==> src/rtl/fb_pkg.sv <==
// Shared types and helpers for the framebuffer draw sink.
package fb_pkg;

    // Width of the written/clipped statistics counters.
    localparam int CNT_W = 16;

    // Draw-sink controller states.
    typedef enum logic [1:0] {
        ST_READY,
        ST_DRAIN,
        ST_CLEAR,
        ST_DONE
    } state_t;

    // Address width needed to index every pixel of the framebuffer.
    function automatic int fb_addrw(input int pixels);
        return (pixels > 1) ? $clog2(pixels) : 1;
    endfunction

endpackage

==> src/rtl/fb_coord_addr.sv <==
// Two-stage pixel pipeline: stage 1 registers the clip result, coordinates
// and colour; stage 2 registers the linear framebuffer address y*W + x.
module fb_coord_addr #(
    parameter int CORDW     = 16,
    parameter int COLRW     = 4,
    parameter int FB_WIDTH  = 320,
    parameter int FB_HEIGHT = 180,
    parameter int ADDRW     = 16
) (
    input  logic                    clk,
    input  logic                    rst,
    input  logic                    i_valid,
    input  logic signed [CORDW-1:0] i_x,
    input  logic signed [CORDW-1:0] i_y,
    input  logic        [COLRW-1:0] i_colr,
    output logic                    o_s1_valid,
    output logic                    o_s1_inb,
    output logic                    o_s2_valid,
    output logic        [ADDRW-1:0] o_addr,
    output logic        [COLRW-1:0] o_colr
);

    localparam logic signed [CORDW-1:0] X_LIM = CORDW'(FB_WIDTH);
    localparam logic signed [CORDW-1:0] Y_LIM = CORDW'(FB_HEIGHT);

    logic                    r_s1_valid;
    logic                    r_s1_inb;
    logic signed [CORDW-1:0] r_s1_x;
    logic signed [CORDW-1:0] r_s1_y;
    logic        [COLRW-1:0] r_s1_colr;
    logic                    r_s2_valid;
    logic        [ADDRW-1:0] r_s2_addr;
    logic        [COLRW-1:0] r_s2_colr;
    logic                    w_inb;
    logic        [ADDRW-1:0] w_addr;

    // Signed clip: a set sign bit means a negative coordinate.
    assign w_inb = !i_x[CORDW-1] && (i_x < X_LIM) &&
                   !i_y[CORDW-1] && (i_y < Y_LIM);

    // Only clipped-in coordinates reach stage 2, so the product never wraps.
    assign w_addr = ADDRW'(unsigned'(r_s1_y)) * ADDRW'(FB_WIDTH)
                  + ADDRW'(unsigned'(r_s1_x));

    // Stage 1 control: valid and in-bounds flags.
    always_ff @(posedge clk) begin
        // NOTE: sequential state uses non-blocking assignments so every
        // register samples the pre-edge values of the others.
        if (rst) begin
            r_s1_valid <= 1'b0;
            r_s1_inb   <= 1'b0;
        end else begin
            r_s1_valid <= i_valid;
            r_s1_inb   <= i_valid && w_inb;
        end
    end

    // Stage 1 data: coordinates and colour.
    always_ff @(posedge clk) begin
        // NOTE: payload registers carry no reset; they are qualified by
        // r_s1_valid, so their contents after reset are never used.
        r_s1_x    <= i_x;
        r_s1_y    <= i_y;
        r_s1_colr <= i_colr;
    end

    // Stage 2: linear address and colour for the framebuffer write port.
    always_ff @(posedge clk) begin
        if (rst) begin
            r_s2_valid <= 1'b0;
            r_s2_addr  <= '0;
            r_s2_colr  <= '0;
        end else begin
            r_s2_valid <= r_s1_inb;
            if (r_s1_inb) begin
                r_s2_addr <= w_addr;
                r_s2_colr <= r_s1_colr;
            end
        end
    end

    assign o_s1_valid = r_s1_valid;
    assign o_s1_inb   = r_s1_inb;
    assign o_s2_valid = r_s2_valid;
    assign o_addr     = r_s2_addr;
    assign o_colr     = r_s2_colr;

endmodule

==> src/rtl/fb_draw_sink.sv <==
// Framebuffer draw sink: clips and writes renderer pixels, and runs a
// full-framebuffer clear on request while holding the renderer off via oe.
module fb_draw_sink
    import fb_pkg::*;
#(
    parameter int  CORDW     = 16,
    parameter int  COLRW     = 4,
    parameter int  FB_WIDTH  = 320,
    parameter int  FB_HEIGHT = 180,
    localparam int FB_PIXELS = FB_WIDTH * FB_HEIGHT,
    localparam int FB_ADDRW  = fb_addrw(FB_PIXELS)
) (
    input  logic                    clk,
    input  logic                    rst,
    input  logic signed [CORDW-1:0] i_x,
    input  logic signed [CORDW-1:0] i_y,
    input  logic                    i_pix,
    input  logic                    i_drawing,
    input  logic        [COLRW-1:0] i_draw_colr,
    input  logic        [COLRW-1:0] i_clear_colr,
    input  logic                    i_clear,
    output logic                    o_oe,
    output logic                    o_busy,
    output logic                    o_clear_done,
    output logic                    o_fb_we,
    output logic     [FB_ADDRW-1:0] o_fb_addr,
    output logic        [COLRW-1:0] o_fb_colr,
    output logic        [CNT_W-1:0] o_cnt_written,
    output logic        [CNT_W-1:0] o_cnt_clipped
);

    localparam logic [FB_ADDRW-1:0] CLR_LAST = FB_ADDRW'(FB_PIXELS - 1);

    state_t              r_state;
    state_t              w_state_next;
    logic                r_oe;
    logic [FB_ADDRW-1:0] r_clr_addr;
    logic [COLRW-1:0]    r_clear_colr;
    logic [CNT_W-1:0]    r_cnt_written;
    logic [CNT_W-1:0]    r_cnt_clipped;
    logic                w_accept;
    logic                w_clr_last;
    logic                w_clear_start;
    logic                w_s1_valid;
    logic                w_s1_inb;
    logic                w_s2_valid;
    logic [FB_ADDRW-1:0] w_s2_addr;
    logic [COLRW-1:0]    w_s2_colr;

    assign w_accept      = r_oe && i_drawing && i_pix;
    assign w_clr_last    = (r_clr_addr == CLR_LAST);
    assign w_clear_start = (r_state == ST_DRAIN) && (w_state_next == ST_CLEAR);

    fb_coord_addr #(
        .CORDW     (CORDW),
        .COLRW     (COLRW),
        .FB_WIDTH  (FB_WIDTH),
        .FB_HEIGHT (FB_HEIGHT),
        .ADDRW     (FB_ADDRW)
    ) u_coord_addr (
        .clk        (clk),
        .rst        (rst),
        .i_valid    (w_accept),
        .i_x        (i_x),
        .i_y        (i_y),
        .i_colr     (i_draw_colr),
        .o_s1_valid (w_s1_valid),
        .o_s1_inb   (w_s1_inb),
        .o_s2_valid (w_s2_valid),
        .o_addr     (w_s2_addr),
        .o_colr     (w_s2_colr)
    );

    // State register, plus oe registered from the next state.
    always_ff @(posedge clk) begin
        if (rst) begin
            r_state <= ST_READY;
            r_oe    <= 1'b1;
        end else begin
            r_state <= w_state_next;
            r_oe    <= (w_state_next == ST_READY);
        end
    end

    // Next-state logic. DRAIN ends once stage 1 is empty: any pixel left in
    // stage 2 writes in that last DRAIN cycle, before the clear starts.
    always_comb begin
        // NOTE: default first so every path assigns the signal and no latch
        // is inferred.
        w_state_next = r_state;
        case (r_state)
            ST_READY: if (i_clear)     w_state_next = ST_DRAIN;
            ST_DRAIN: if (!w_s1_valid) w_state_next = ST_CLEAR;
            ST_CLEAR: if (w_clr_last)  w_state_next = ST_DONE;
            ST_DONE:                   w_state_next = ST_READY;
            default:                   w_state_next = ST_READY;
        endcase
    end

    // Write-port mux and status outputs: clear sweep in CLEAR, pipeline otherwise.
    always_comb begin
        o_fb_we      = w_s2_valid;
        o_fb_addr    = w_s2_addr;
        o_fb_colr    = w_s2_colr;
        o_busy       = (r_state != ST_READY);
        o_clear_done = (r_state == ST_DONE);
        if (r_state == ST_CLEAR) begin
            o_fb_we   = 1'b1;
            o_fb_addr = r_clr_addr;
            o_fb_colr = r_clear_colr;
        end
    end

    // Clear address sweep; sits at zero outside CLEAR so each sweep starts at 0.
    always_ff @(posedge clk) begin
        if (rst || r_state != ST_CLEAR || w_clr_last) begin
            r_clr_addr <= '0;
        end else begin
            r_clr_addr <= r_clr_addr + 1'b1;
        end
    end

    // Latch the clear colour when a clear request is taken in READY.
    always_ff @(posedge clk) begin
        if (rst) begin
            r_clear_colr <= '0;
        end else if (r_state == ST_READY && i_clear) begin
            r_clear_colr <= i_clear_colr;
        end
    end

    // Saturating statistics counters, driven by the stage 1 clip result.
    always_ff @(posedge clk) begin
        if (rst || w_clear_start) begin
            r_cnt_written <= '0;
            r_cnt_clipped <= '0;
        end else begin
            if (w_s1_inb && r_cnt_written != '1) begin
                r_cnt_written <= r_cnt_written + 1'b1;
            end
            if (w_s1_valid && !w_s1_inb && r_cnt_clipped != '1) begin
                r_cnt_clipped <= r_cnt_clipped + 1'b1;
            end
        end
    end

    assign o_oe          = r_oe;
    assign o_cnt_written = r_cnt_written;
    assign o_cnt_clipped = r_cnt_clipped;

endmodule
==> config.mk <==
export PLATFORM = sky130hd
export DESIGN_NAME = fb_draw_sink
export DESIGN_NICKNAME = d
export VERILOG_FILES = /design/src/rtl/fb_pkg.sv /design/src/rtl/fb_coord_addr.sv /design/src/rtl/fb_draw_sink.sv
export SDC_FILE = /design/constraint.sdc
export NUM_CORES = 1
export LEC_CHECK = 0
export ABC_AREA = 0
export BUFFER_PORTS_ARGS = -buffer_cell sky130_fd_sc_hd__buf_2
export CORE_MARGIN = 4
export CORE_UTILIZATION = 49
export DETAILED_ROUTE_END_ITERATION = 8
export PLACE_DENSITY = 0.76
export SETUP_SLACK_MARGIN = 0.02
export SYNTH_ARGS = -nofsm -noshare
export SYNTH_HDL_FRONTEND = slang
export SYNTH_SLANG_ARGS = --single-unit
==> constraint.sdc <==
create_clock -name clk -period 2.94 [get_ports clk]
set_clock_uncertainty 0.05 [all_clocks]
set_input_delay 0.882 -clock clk [delete_from_list [all_inputs] [get_ports clk]]
set_output_delay 0.882 -clock clk [all_outputs]
set_load 0.1 [all_outputs]
==> results of run 1 <==
## worst register-to-register path: stages, from the launching register on
cell	delay, ns
dfxtp_1	0.39
ha_4	0.22
ha_2	0.18
fa_2	0.37
buf_4	0.15
xor2_1	0.15
ha_1	0.35
o211ai_1	0.18
nand2_1	0.10
a21o_1	0.19
o21ai_1	0.09
xnor2_1	0.08
a22o_1	0.23
## cell type report
class / instances / area, sq um
repair buffers: 109 / 868
clock inverters: 4 / 47.5
well taps: 129 / 161
clock buffers: 12 / 155
multi-input cells: 394 / 2530
fillers: 783 / 3380
flip-flops and latches: 108 / 2160
inverters: 18 / 67.6
## registers in the layout, indices dropped and copies added (netlist names)
| name | cells |
|---|---|
| r_state | 2 |
| u_coord_addr.o_s1_inb | 1 |
| r_clear_colr | 4 |
| u_coord_addr.r_s1_x | 16 |
| r_clr_addr | 16 |
| u_coord_addr.o_s2_valid | 1 |
| u_coord_addr.r_s1_colr | 4 |
| o_cnt_clipped | 16 |
| u_coord_addr.r_s1_y | 10 |
| u_coord_addr.o_addr | 16 |
| o_oe | 1 |
| u_coord_addr.o_colr | 4 |
| o_cnt_written | 16 |
| u_coord_addr.o_s1_valid | 1 |
## metal layers
| metal | up-vias | GRT usage, % | share of wire [%] |
|---|---|---|---|
| li1 | 2020 | - | - |
| met1 | 1884 | 23.6 | 44 |
| met2 | 92 | 32.6 | 50 |
| met3 | 12 | 4.03 | 4.8 |
| met4 | 0 | 5.02 | 1.1 |
| met5 | - | 0 | 0 |
## kinds of logic after synthesis
| family | count (synthesis) | share of synthesized area [%] |
|---|---|---|
| simple gates | 238 | 23.6 |
| flops | 108 | 45.4 |
| compound gates | 62 | 7.98 |
| xor+xnor | 45 | 8.27 |
| buf+inv | 35 | 2.78 |
| fa+ha+maj | 27 | 7.41 |
| mux | 22 | 4.62 |
## worst paths after layout
path	from	endpoint	slack, ns	cells past startpoint
setup / recovery	u_coord_addr.r_s1_y[3]	u_coord_addr.o_addr[15]	0.11	12
hold / removal	u_coord_addr.r_s1_x[3]	u_coord_addr.o_addr[3]	0.42	2
setup reg to reg	u_coord_addr.r_s1_y[3]	u_coord_addr.o_addr[15]	0.11	12
hold reg to reg	u_coord_addr.r_s1_x[3]	u_coord_addr.o_addr[3]	0.42	2
## synthesized netlist by cell type (3+ instances only)
| cell type | number |
|---|---|
| a211oi_1 | 4 |
| a21oi_1 | 18 |
| a22o_1 | 3 |
| a31oi_1 | 3 |
| and3_1 | 3 |
| and4_1 | 3 |
| clkbuf_1 | 15 |
| dfxtp_1 | 108 |
| ha_1 | 25 |
| inv_1 | 18 |
| mux2i_1 | 22 |
| nand2_1 | 74 |
| nand2b_1 | 3 |
| nand3_1 | 19 |
| nand4_1 | 8 |
| nor2_1 | 80 |
| nor2b_1 | 4 |
| nor3_1 | 13 |
| nor3b_1 | 4 |
| nor4_1 | 4 |
| o21a_1 | 3 |
| o21ai_0 | 17 |
| o21bai_1 | 3 |
| or3_1 | 8 |
| xnor2_1 | 26 |
| xor2_1 | 19 |
## where the power goes
group / total [mW] / switching (mW) / internal [mW]
logic: 0.448 / 0.255 / 0.193
clock network: 0.903 / 0.465 / 0.439
registers: 1.51 / 0.0202 / 1.49
total: 2.86 / 0.740 / 2.12
## what timing repair did
item,in CTS,in global routing
setup buffers,1,3
pin swaps,3,6
setup endpoints to repair,2,3
resized for setup,5,7
==> run summary, run 1 <==
Top cell type by total area after synthesis: dfxtp_1
TritonCTS Buffers: 9
CTS tree: yes
Mapped Cells: 537
Max Cap Violations: 0
Die Ht: 107 um
Final cycle utilization of the critical path: 96.4%
Seq/Total Area, Yosys: 45.4%
IO Port Bufs: 100
Setup CP Type: flop to flop
Final setup margin: 0.106 ns
HPWL after detailed placement: 8110 um
Routed WL per cell: 14.0 um
Req. time, crit path: 3.14 ns
Synthesized area per cell: 8.87 sq um
Largest net degree at the start of global routing: 33
Crit-path max FO: 4
Core Region: 9370 sq um
Final hold slack: 0.424 ns
Syn. warnings: 0
Worst Tran Pin Value: 0.589 ns
CP max stage cell: dfxtp_1
Synth Flop Type: dfxtp_1
Top delay family on crit path: adder cells
Number of enable flip-flop cells after synthesis: 0
Clk sinks: 108
DRT Wirelength: 10800 um
Commonest non-fill, non-tap cell in the layout: dfxtp_1
Largest stage delay on the critical path: 0.39 ns
Share of layout cells above drive strength 1: 22.3%
Overflow after GRT: 0
Crit-path cells: ha_4 -> ha_2 -> fa_2 -> buf_4 -> xor2_1 -> ha_1 -> o211ai_1 -> nand2_1 -> a21o_1 -> o21ai_1 -> xnor2_1 -> a22o_1
Status: complete, no violations
Post-synth top area share: 45.4%
Post-synthesis instance area: 4760 sq um
Pre-CTS setup slack: -0.0997 ns
Syn_nets: 609
Die Span X: 107 um
Rows: 35
Total Power: 2.86 mW
Placer Congestion: 0.836
Final min period: 2.83 ns
Crit end category: flop
I/O pin count: 101
Later-pin clock latency in the skew report: 0.35 ns
Vias in the first global route: 3819
Worst min path class: flop to flop
Clk buf depth: 2
Initial core utilization: 50.8%
Pleak: 2.48 nW
Pwr Density: 478 nW/um^2
Post-Place Cells: 754
Setup TNS Final: 0 ns
Clk slew on worst S/H paths: 0.09 ns
Crit path DAT: 3.04 ns
Worst VDD drop: 0.297 mV
Antenna Cells: 0
Unrepaired setup endpoints after global routing: false
Total number of vias: 4008
Worst path bufs/invs: 1
Yosys reg bits: 108
First-pass GRT wire length: 17500 um
Initial antenna violation count: 0
Post-route ant nets: 0
Final Cell Area: 6000 sq um
Fin nets: 712
Hold Fails Final Rpt: 0
Area contributors post-synth: dfxtp_1 45%, ha_1 6.6%, nor2_1 6.3%
Pins Over Slew Limit: 0
Area grow syn2layout: 25.8%
Setup-failing EPs final: 0
Commonest non-fill, non-tap cells in the layout: 107 x dfxtp_1, 80 x nor2_1, 80 x buf_2
DP Area: 5700 sq um
Slew headroom: 60.8%
DRT Pass-1 Iters: 6
Core Util, Final: 64.0%
Clock H-tree levels: 3
Initial drt markers: 175
Hold-fix buffers, CTS: 0
FMAX: 0.353 GHz
Die area: 11400 sq um
Root Driver: clkbuf_8
Post-synth cell types: 49
Via density: 5.18
CP Launch Type: flop
Total GRT Usage: 18.8%
Post-Layout Cell Count: 774
# DRC: 0
Async SR Flop Fraction: 0%
Note: power is estimated with default switching activity, not from simulation.
==> run 2, diff against run 1 <==
Settings changed: ABC_AREA 0 to 1, CORE_UTILIZATION 49 to 50.
==> run summary, run 2 <==
TritonCTS Buffers: 9
Slew headroom: 63.8%
Clk sinks: 108
Syn. warnings: 0
DRT Wirelength: 12600 um
Number of enable flip-flop cells after synthesis: 0
Yosys reg bits: 108
HPWL after detailed placement: 9440 um
Rows: 37
Die Ht: 112 um
Clock H-tree levels: 3
Async SR Flop Fraction: 0%
Pwr Density: 435 nW/um^2
Overflow after GRT: 0
Via density: 5.07
Worst min path class: flop to flop
Crit path launch: r_state[0]
Fillers: 967
Synthesized area per cell: 7.18 sq um
Die Span X: 112 um
Initial antenna violation count: 0
CTS tree: yes
Core Region: 10500 sq um
Core Util, Final: 63.2%
Mapped Cells: 757
Post-CTS Repair Setup Buffers: 0
Final Cell Area: 6610 sq um
Setup-failing EPs final: 0
Clk slew on worst S/H paths: 0.11 ns
Crit path DAT: 1.82 ns
Worst r2r path cells: 18
Area grow syn2layout: 21.6%
First-pass GRT wire length: 21300 um
Status: complete, no violations
Hold Fails Final Rpt: 0
Total Power: 2.88 mW
Total GRT Usage: 20.1%
Initial drt markers: 395
Top cell type by total area after synthesis: dfxtp_1
Vias in the first global route: 4795
Die area: 12600 sq um
Root Driver: clkbuf_8
DRT Pass-1 Iters: 4
Largest net degree at the start of global routing: 33
Crit end category: output pin
FMAX: 0.363 GHz
Post-Place Cells: 979
Initial core utilization: 52.0%
Routed WL per cell: 12.7 um
Seq/Total Area, Yosys: 39.8%
Final min period: 2.75 ns
Max Cap Violations: 0
Worst VDD drop: 0.381 mV
Commonest cells post-synth: 194 x nand2_1, 108 x dfxtp_1, 96 x nor2_1, 81 x inv_1, 51 x a21oi_1
Final cycle utilization of the critical path: 93.7%
Setup CP Type: flop to output pin
IO Port Bufs: 100
Pins Over Slew Limit: 0
# DRC: 0
Req. time, crit path: 2.01 ns
Post-Layout Cell Count: 995
Post-synth top area share: 39.8%
Commonest non-fill, non-tap cells in the layout: 193 x nand2_1, 107 x dfxtp_1, 95 x nor2_1
Hold Path End: u_coord_addr.o_colr[2]
Crit-path max FO: 27
R2R Setup Slk: 0.23 ns
Hold Crit Start: u_coord_addr.r_s1_colr[2]
I/O pin count: 101
Launching point of the worst reg2reg path: u_coord_addr.r_s1_y[3]
Area contributors post-synth: dfxtp_1 40%, nand2_1 13%, nor2_1 6.6%
Post-synthesis instance area: 5440 sq um
Setup TNS Final: 0 ns
Placer Congestion: 0.917
Worst reg2reg path endpoint: u_coord_addr.o_addr[15]
Clk buf depth: 2
Hold Crit Depth: 2
Post-synth cell types: 36
Most frequent cell after synthesis: nand2_1
Commonest non-fill, non-tap cell in the layout: nand2_1
Pleak: 2.85 nW
DP Area: 6360 sq um
Post-route ant nets: 0
Antenna Cells: 0
Synth Flop Type: dfxtp_1
Worst Tran Pin Value: 0.542 ns
Fin nets: 926
Share of layout cells above drive strength 1: 18.6%
CP Launch Type: flop
Syn_nets: 829
Unrepaired setup endpoints after global routing: false
Total number of vias: 5043
Later-pin clock latency in the skew report: 0.39 ns
## run 2: cell count changes after synthesis, sizes merged, moves of 5 or more
cell	delta
nand3	+18
nand4	+7
clkbuf	-5
nor2	+20
inv	+65
nor3	+6
or3	-10
a21oi	+34
buf	+6
mux2i	-22
xnor2	-15
o21ai	+27
nand2	+124
## run 2: final cells by class
type	count	area (sq um)	share of cell area, %
multi-input cells	548	2920	44.2
flip-flops and latches	108	2160	32.7
repair buffers	104	853	12.9
inverters	83	312	4.71
well taps	136	170	2.57
clock buffers	9	124	1.87
clock inverters	7	66.3	1.00
## run 2: kinds of logic (layout without fill, tap and decap cells)
family                     after synthesis  after routing  synth area share, %
DFF                                    108            108                 39.8
and+or+nand+nor                        383            383                 30.3
xor gates and xnor gates                32             32                 5.16
muxes                                    4              4                0.828
buffers and inverters                  101            203                 7.80
AOI/OAI and AO/OA                      102            102                 9.64
adders and majority gates               27             27                 6.49
## run 2: layer usage
layer	vias up	track usage (%)	wire (um)
met5	-	0	0
met4	0	5.45	171
met3	17	5.07	696
met2	114	34.2	6170
met1	2285	25.3	5590
li1	2627	-	-
## run 2: worst max-delay path by stage
stage | endpoint | slack, ns | cells past startpoint
2_1_floorplan | o_fb_addr[10] | -0.72 | 4
3_3_place_gp | u_coord_addr.o_addr[15] | 0.26 | 18
3_5_place_dp | u_coord_addr.o_addr[15] | 0.14 | 18
4_1_cts | o_fb_addr[0] | 0.08 | 7
5_1_grt | u_coord_addr.o_addr[15] | 0.005 | 18
6_report | o_fb_addr[0] | 0.19 | 7
## run 2: report_power, final
group | internal [mW] | switching (mW)
logic | 0.172 | 0.297
registers | 1.50 | 0.0209
clock network | 0.331 | 0.562
total | 2.00 | 0.879
## run 2: what timing repair did
item | CTS | global route
setup endpoints to repair | 0 | 7
gates resized for setup | 0 | 13
hold buffers | 0 | 0
## run 2: metrics by stage
stage / setup slack [ns] / hold WS (ns)
floorplan: -0.723 / 0.380
CTS: 0.0798 / 0.421
global route: 0.00545 / 0.447
finish: 0.186 / 0.419
global placement: 0.257 / 0.385
detailed placement: 0.136 / 0.394
## run 2: worst max-delay path, cell delays in order (launching register included)
cell	delay, ns
dfxtp_1	0.38
inv_1	0.08
nand2_1	0.11
buf_8	0.20
buf_4	0.23
nand2_1	0.06
o21ai_1	0.15
buf_12	0.21
